## config.mk

```make
export PLATFORM = sky130hd
export DESIGN_NAME = hp_hud_controller
export DESIGN_NICKNAME = d
export VERILOG_FILES = /design/src/rtl/hp_hud_pkg.sv /design/src/rtl/hp_tile_locator.sv /design/src/rtl/hp_hud_controller.sv
export SDC_FILE = /design/constraint.sdc
export NUM_CORES = 1
export LEC_CHECK = 0
export CORE_MARGIN = 4
export CORE_UTILIZATION = 45
export DETAILED_ROUTE_END_ITERATION = 10
export HOLD_SLACK_MARGIN = 0.06
export PLACE_DENSITY = 0.87
export SKIP_CTS_REPAIR_TIMING = 1
export SYNTH_ARGS = -nofsm -noshare
export SYNTH_HDL_FRONTEND = slang
export SYNTH_SLANG_ARGS = --single-unit
export TNS_END_PERCENT = 1
```

## constraint.sdc

```tcl
create_clock -name vga_clk -period 3.9 [get_ports vga_clk]
set_input_delay 0.78 -clock vga_clk [delete_from_list [all_inputs] [get_ports vga_clk]]
set_output_delay 0.78 -clock vga_clk [all_outputs]
set_load 0.05 [all_outputs]
```

## src/rtl/hp_hud_pkg.sv

```systemverilog
// Shared types and constants for the HP heads-up display.
package hp_hud_pkg;

  typedef enum logic [1:0] {
    ALIVE = 2'd0,
    HURT  = 2'd1,
    DEAD  = 2'd2
  } hp_state_t;

  localparam int unsigned TILE_W = 12;
  localparam int unsigned TILE_H = 16;
  localparam int unsigned ROM_AW = 8;

endpackage

```

## src/rtl/hp_tile_locator.sv

```systemverilog
// Per-pixel tile hit detection: finds which HP tile (if any) covers DrawX/DrawY
// and the pixel offset inside it, using one comparator pair per tile.
module hp_tile_locator
  import hp_hud_pkg::*;
#(
  parameter int unsigned MAX_HP   = 5,
  parameter int unsigned HUD_X0   = 40,
  parameter int unsigned HUD_Y0   = 24,
  parameter int unsigned TILE_GAP = 4
) (
  input  logic [9:0] DrawX,
  input  logic [9:0] DrawY,
  output logic       hit,
  output logic [2:0] tile_idx,
  output logic [3:0] local_x,
  output logic [3:0] local_y
);

  localparam int unsigned PITCH = TILE_W + TILE_GAP;

  logic [31:0] x_pos;
  logic [31:0] y_pos;
  logic        y_in;

  assign x_pos = {22'd0, DrawX};
  assign y_pos = {22'd0, DrawY};
  assign y_in  = (y_pos >= HUD_Y0) && (y_pos < HUD_Y0 + TILE_H);

  always_comb begin
    hit      = 1'b0;
    tile_idx = '0;
    local_x  = '0;
    local_y  = '0;
    if (y_in) begin
      for (int unsigned k = 0; k < MAX_HP; k++) begin
        if (x_pos >= HUD_X0 + k * PITCH && x_pos < HUD_X0 + k * PITCH + TILE_W) begin
          hit      = 1'b1;
          tile_idx = 3'(k);
          local_x  = 4'(x_pos - HUD_X0 - k * PITCH);
        end
      end
    end
    if (hit) begin
      local_y = 4'(y_pos - HUD_Y0);
    end
  end

endmodule

```

## src/rtl/hp_hud_controller.sv

```systemverilog
// HP state machine (ALIVE/HURT/DEAD) plus a one-cycle registered HUD renderer
// that draws MAX_HP full/empty mask tiles and blinks filled tiles while hurt.
module hp_hud_controller
  import hp_hud_pkg::*;
#(
  parameter int unsigned MAX_HP      = 5,
  parameter int unsigned HUD_X0      = 40,
  parameter int unsigned HUD_Y0      = 24,
  parameter int unsigned TILE_GAP    = 4,
  parameter int unsigned HURT_FRAMES = 30
) (
  input  logic       vga_clk,
  input  logic       Reset,
  input  logic [9:0] DrawX,
  input  logic [9:0] DrawY,
  input  logic       blank,
  input  logic       frame_tick,
  input  logic       damage,
  input  logic       heal,
  output logic [7:0] rom_address,
  output logic       hp_on,
  output logic       mask_full,
  output logic [2:0] hp_count,
  output logic       dead
);

  // At least 3 bits so the blink phase bit always exists.
  localparam int unsigned FC_W = ($clog2(HURT_FRAMES + 1) < 3) ? 3 : $clog2(HURT_FRAMES + 1);

  hp_state_t       state, state_n;
  logic [2:0]      hp_n;
  logic [FC_W-1:0] frame_cnt, frame_cnt_n;
  logic            dmg_req, heal_req;

  assign dmg_req  = damage && !heal;
  assign heal_req = heal && !damage;

  always_ff @(posedge vga_clk) begin
    if (Reset) begin
      state     <= ALIVE;
      hp_count  <= 3'(MAX_HP);
      frame_cnt <= '0;
    end else begin
      state     <= state_n;
      hp_count  <= hp_n;
      frame_cnt <= frame_cnt_n;
    end
  end

  always_comb begin
    state_n     = state;
    hp_n        = hp_count;
    frame_cnt_n = frame_cnt;
    unique case (state)
      ALIVE: begin
        if (dmg_req) begin
          hp_n = hp_count - 3'd1;
          if (hp_count == 3'd1) begin
            state_n = DEAD;
          end else begin
            state_n     = HURT;
            frame_cnt_n = '0;
          end
        end else if (heal_req && hp_count < 3'(MAX_HP)) begin
          hp_n = hp_count + 3'd1;
        end
      end
      HURT: begin
        if (heal_req && hp_count < 3'(MAX_HP)) begin
          hp_n = hp_count + 3'd1;
        end
        if (frame_tick) begin
          if (frame_cnt == FC_W'(HURT_FRAMES - 1)) begin
            state_n     = ALIVE;
            frame_cnt_n = '0;
          end else begin
            frame_cnt_n = frame_cnt + 1'b1;
          end
        end
      end
      DEAD: begin
        state_n = DEAD;
      end
      default: begin
        state_n = ALIVE;
      end
    endcase
  end

  assign dead = (state == DEAD);

  logic       hit;
  logic [2:0] tile_idx;
  logic [3:0] local_x;
  logic [3:0] local_y;

  hp_tile_locator #(
    .MAX_HP  (MAX_HP),
    .HUD_X0  (HUD_X0),
    .HUD_Y0  (HUD_Y0),
    .TILE_GAP(TILE_GAP)
  ) u_locator (
    .DrawX   (DrawX),
    .DrawY   (DrawY),
    .hit     (hit),
    .tile_idx(tile_idx),
    .local_x (local_x),
    .local_y (local_y)
  );

  logic       visible;
  logic       filled;
  logic       blink_off;
  logic [7:0] addr;

  assign visible   = blank && hit;
  assign filled    = tile_idx < hp_count;
  assign blink_off = (state == HURT) && frame_cnt[2] && filled;
  assign addr      = 8'(local_y) * 8'(TILE_W) + 8'(local_x);

  always_ff @(posedge vga_clk) begin
    if (Reset) begin
      rom_address <= '0;
      hp_on       <= 1'b0;
      mask_full   <= 1'b0;
    end else begin
      rom_address <= visible ? addr : '0;
      hp_on       <= visible && !blink_off;
      mask_full   <= visible && filled;
    end
  end

endmodule
```

==> impl_metrics.yaml <==
power:
  p_sw_mw: 0.120
  ir_drop_v: 0.0000884
  p_leak_nw: 0.780
  power_density_mw_per_mm2: 218
  pwr-share-seq_pct: 51.7
  switching_share_pct: 28.3
  p_clk_share_pct: 21.4
  p_total_mw: 0.423
  p_comb_share_pct: 26.9
  internal_power_mw: 0.304
setup_path:
  path_common_cell: "and3_1"
  r2r-end: "frame_cnt[4]"
  slowest_stage: "clkdlybuf4s50_1"
  cp_max_fo: 7
  r2r_slack_ps: 2180
  critical_path_required_ps: 4060
  start_kind: "primary input"
  r2r_cells: 8
  slowest_delay_ps: 450
  end_kind: "flip-flop"
  path_cells: "clkdlybuf4s50_1 -> and3b_1 -> o211a_2 -> and3_1 -> ha_1 -> maj3_1 -> and3_1 -> a31oi_1 -> o221ai_1 -> a2111oi_1 -> a21oi_1"
  cp_data_arrival_time_ps: 3700
  path_delay_family: "compound AO/OA/AOI/OAI gates"
  path_class: "primary input to flip-flop"
  r2r-start: "hp_count[1]"
  cp.buffers_inverters: 1
global_route:
  grt_pass1_vias: 1283
  grt_usage_pct: 15.4
  antenna_found_initial: 0
  grt_pass1_wl_um: 5350
  grt.overflow.total: 0
  grt_max_degree: 11
layout:
  area_delta_synth_final_pct: 36.4
  n_antenna_cell: 0
  drive_above_1_share_pct: 10.1
  fill_cells: 265
  fin_cells: 261
  nets: 259
routing:
  wl_per_cell_um: 11.3
  drt_first_iter_violations: 46
  route.detailed.drc: 0
  num_vias: 1364
  via_per_inst: 5.23
  ant_nets: 0
  first_pass_iters: 4
  routed_wl_um: 2960
clock_network:
  insertion_delay_ps: 280
  root_buffer: "clkbuf_4"
  cts_made_buffers: 3
  cts_buffer_depth: 2
  h-tree-depth: 1
  cts_sinks: 20
  clk_pin_slew_ps: 110
  cts_tree: "done"
die:
  die_height_um: 64.2
  start_util_pct: 46.9
  row_count: 20
  chipWidth_um: 64.2
  dieArea_mm2: 0.00412
  core_area_mm2: 0.00303
  ios: 40
hold_path:
  whs_endpoint: "hp_on"
  min_path_cells: 1
  holdCritStartpoint: "frame_cnt[2]"
  min_path_type: "flip-flop to flip-flop"
run_status:
  status: "complete, no violations"
flow_run:
  drv_cap: 0
sta:
  worst_pin_slew_ps: 502
  hold_viol: 0
  post-route-min-period_ps: 3550
  slew_violations: 0
  fin_skew_ps: 8.46
  tns_ps: 0
  period_share_pct: 91.0
  rsz0062_at_grt: "false"
  setup_viol: 0
  hold_slack_ps: 520
  fmax_mhz: 282
  maxSlewHeadroom_pct: 66.4
synthesis:
  yosysMostFrequentCell: "nor2_1"
  ys_warn_count: 0
  synth_edf_count: 0
  syn_inst: 169
  synth_top_area_cell: "dfxtp_1"
  synth.avg_cell_area_um2: 8.41
  synth_top_area_share_pct: 28.2
  synth.ff_latch_count: 20
  postSynth.asyncResetShare_pct: 0
  synth_commonest_cells: "24 x nor2_1, 20 x dfxtp_1, 15 x inv_1"
  synth.area.top_cells: "dfxtp_1 28%, ha_1 11%, nor2_1 6.3%"
  synth.distinct_cells: 45
  synth_flop_cell: "dfxtp_1"
  yosysSeqAreaShare_pct: 28.2
  synth_nets: 209
  syn-cell-area_mm2: 0.00142
placed_design:
  place_congestion: 0.844
  placedCellCount: 258
  dp_hpwl_um: 2460
  io_buffers: 39
how the worst max path moves through the flow:
stage                         from              to  slack (ps)  cells after the start
after floorplan           DrawX[7]  rom_address[7]         570                     10
after global placement    DrawX[7]  rom_address[7]         170                     11
after CTS                 DrawX[7]  rom_address[7]         340                     11
final                     DrawY[3]  rom_address[7]         350                     11
after detailed placement  DrawX[7]  rom_address[7]          10                     11
after global routing      DrawX[5]  rom_address[7]         160                     11
power by group through the flow:
stage / logic [mW] / clock network, mW / registers, mW
finish: 0.114 / 0.0907 / 0.219
detailed placement: 0.113 / 0 / 0.224
CTS: 0.114 / 0.0965 / 0.219
global placement: 0.111 / 0 / 0.223
floorplan: 0.0503 / 0 / 0.233
global route: 0.126 / 0.105 / 0.221
registers in the layout, summed over array words and instances, names as in the netlist:
register     cells
rom_address      8
mask_full        1
frame_cnt        5
state            2
hp_on            1
hp_count         3
placed cells by master (no fill, tap or decap), types with 7 or more instances in the layout:
cell and count:
clkdlybuf4s50_1 39, nor2_1 24, dfxtp_1 20, inv_1 15, ha_1 13, buf_4 9
and3_1 7, nand2_1 7, a21oi_1 7, xnor2_1 7
routing by layer:
metal  routed length [µm]  share of wire, %  vias to the layer above  track usage, %
met4                   27              0.91                        0            4.75
met1                 1340                45                      617            19.3
met5                    0                 0                        -               0
met3                  160               5.4                        2            1.05
li1                     -                 -                      702               -
met2                 1430                48                       43            27.9
cell families after synthesis:
logic type               after synthesis  synth area share (%)
flip-flops                            20                  28.2
buffers and inverters                 18                  5.28
adder cells (fa/ha/maj)               15                  13.6
XOR/XNOR                              12                  7.39
AND/OR/NAND/NOR                       67                  25.8
AO/OA/AOI/OAI                         36                  19.0
multiplexers                           1                 0.792
cell type report:
cell class	instances	area, µm²	share of cell area (%)
multi-input combinational	131	946	48.8
inverter	15	56.3	2.91
sequential	20	400	20.7
tap	44	55.1	2.84
clock buffer	3	22.5	1.16
timing repair buffer	48	458	23.6
metrics by stage:
step,util [%],instance area [µm²],setup slack (ps)
floorplan,-,1420,575
global placement,63.3,1920,166
detailed placement,63.3,1920,14.5
CTS,64.0,1940,341
global route,64.0,1940,164
finish,64.0,1940,353
Note: power is estimated with default switching activity, not from simulation.
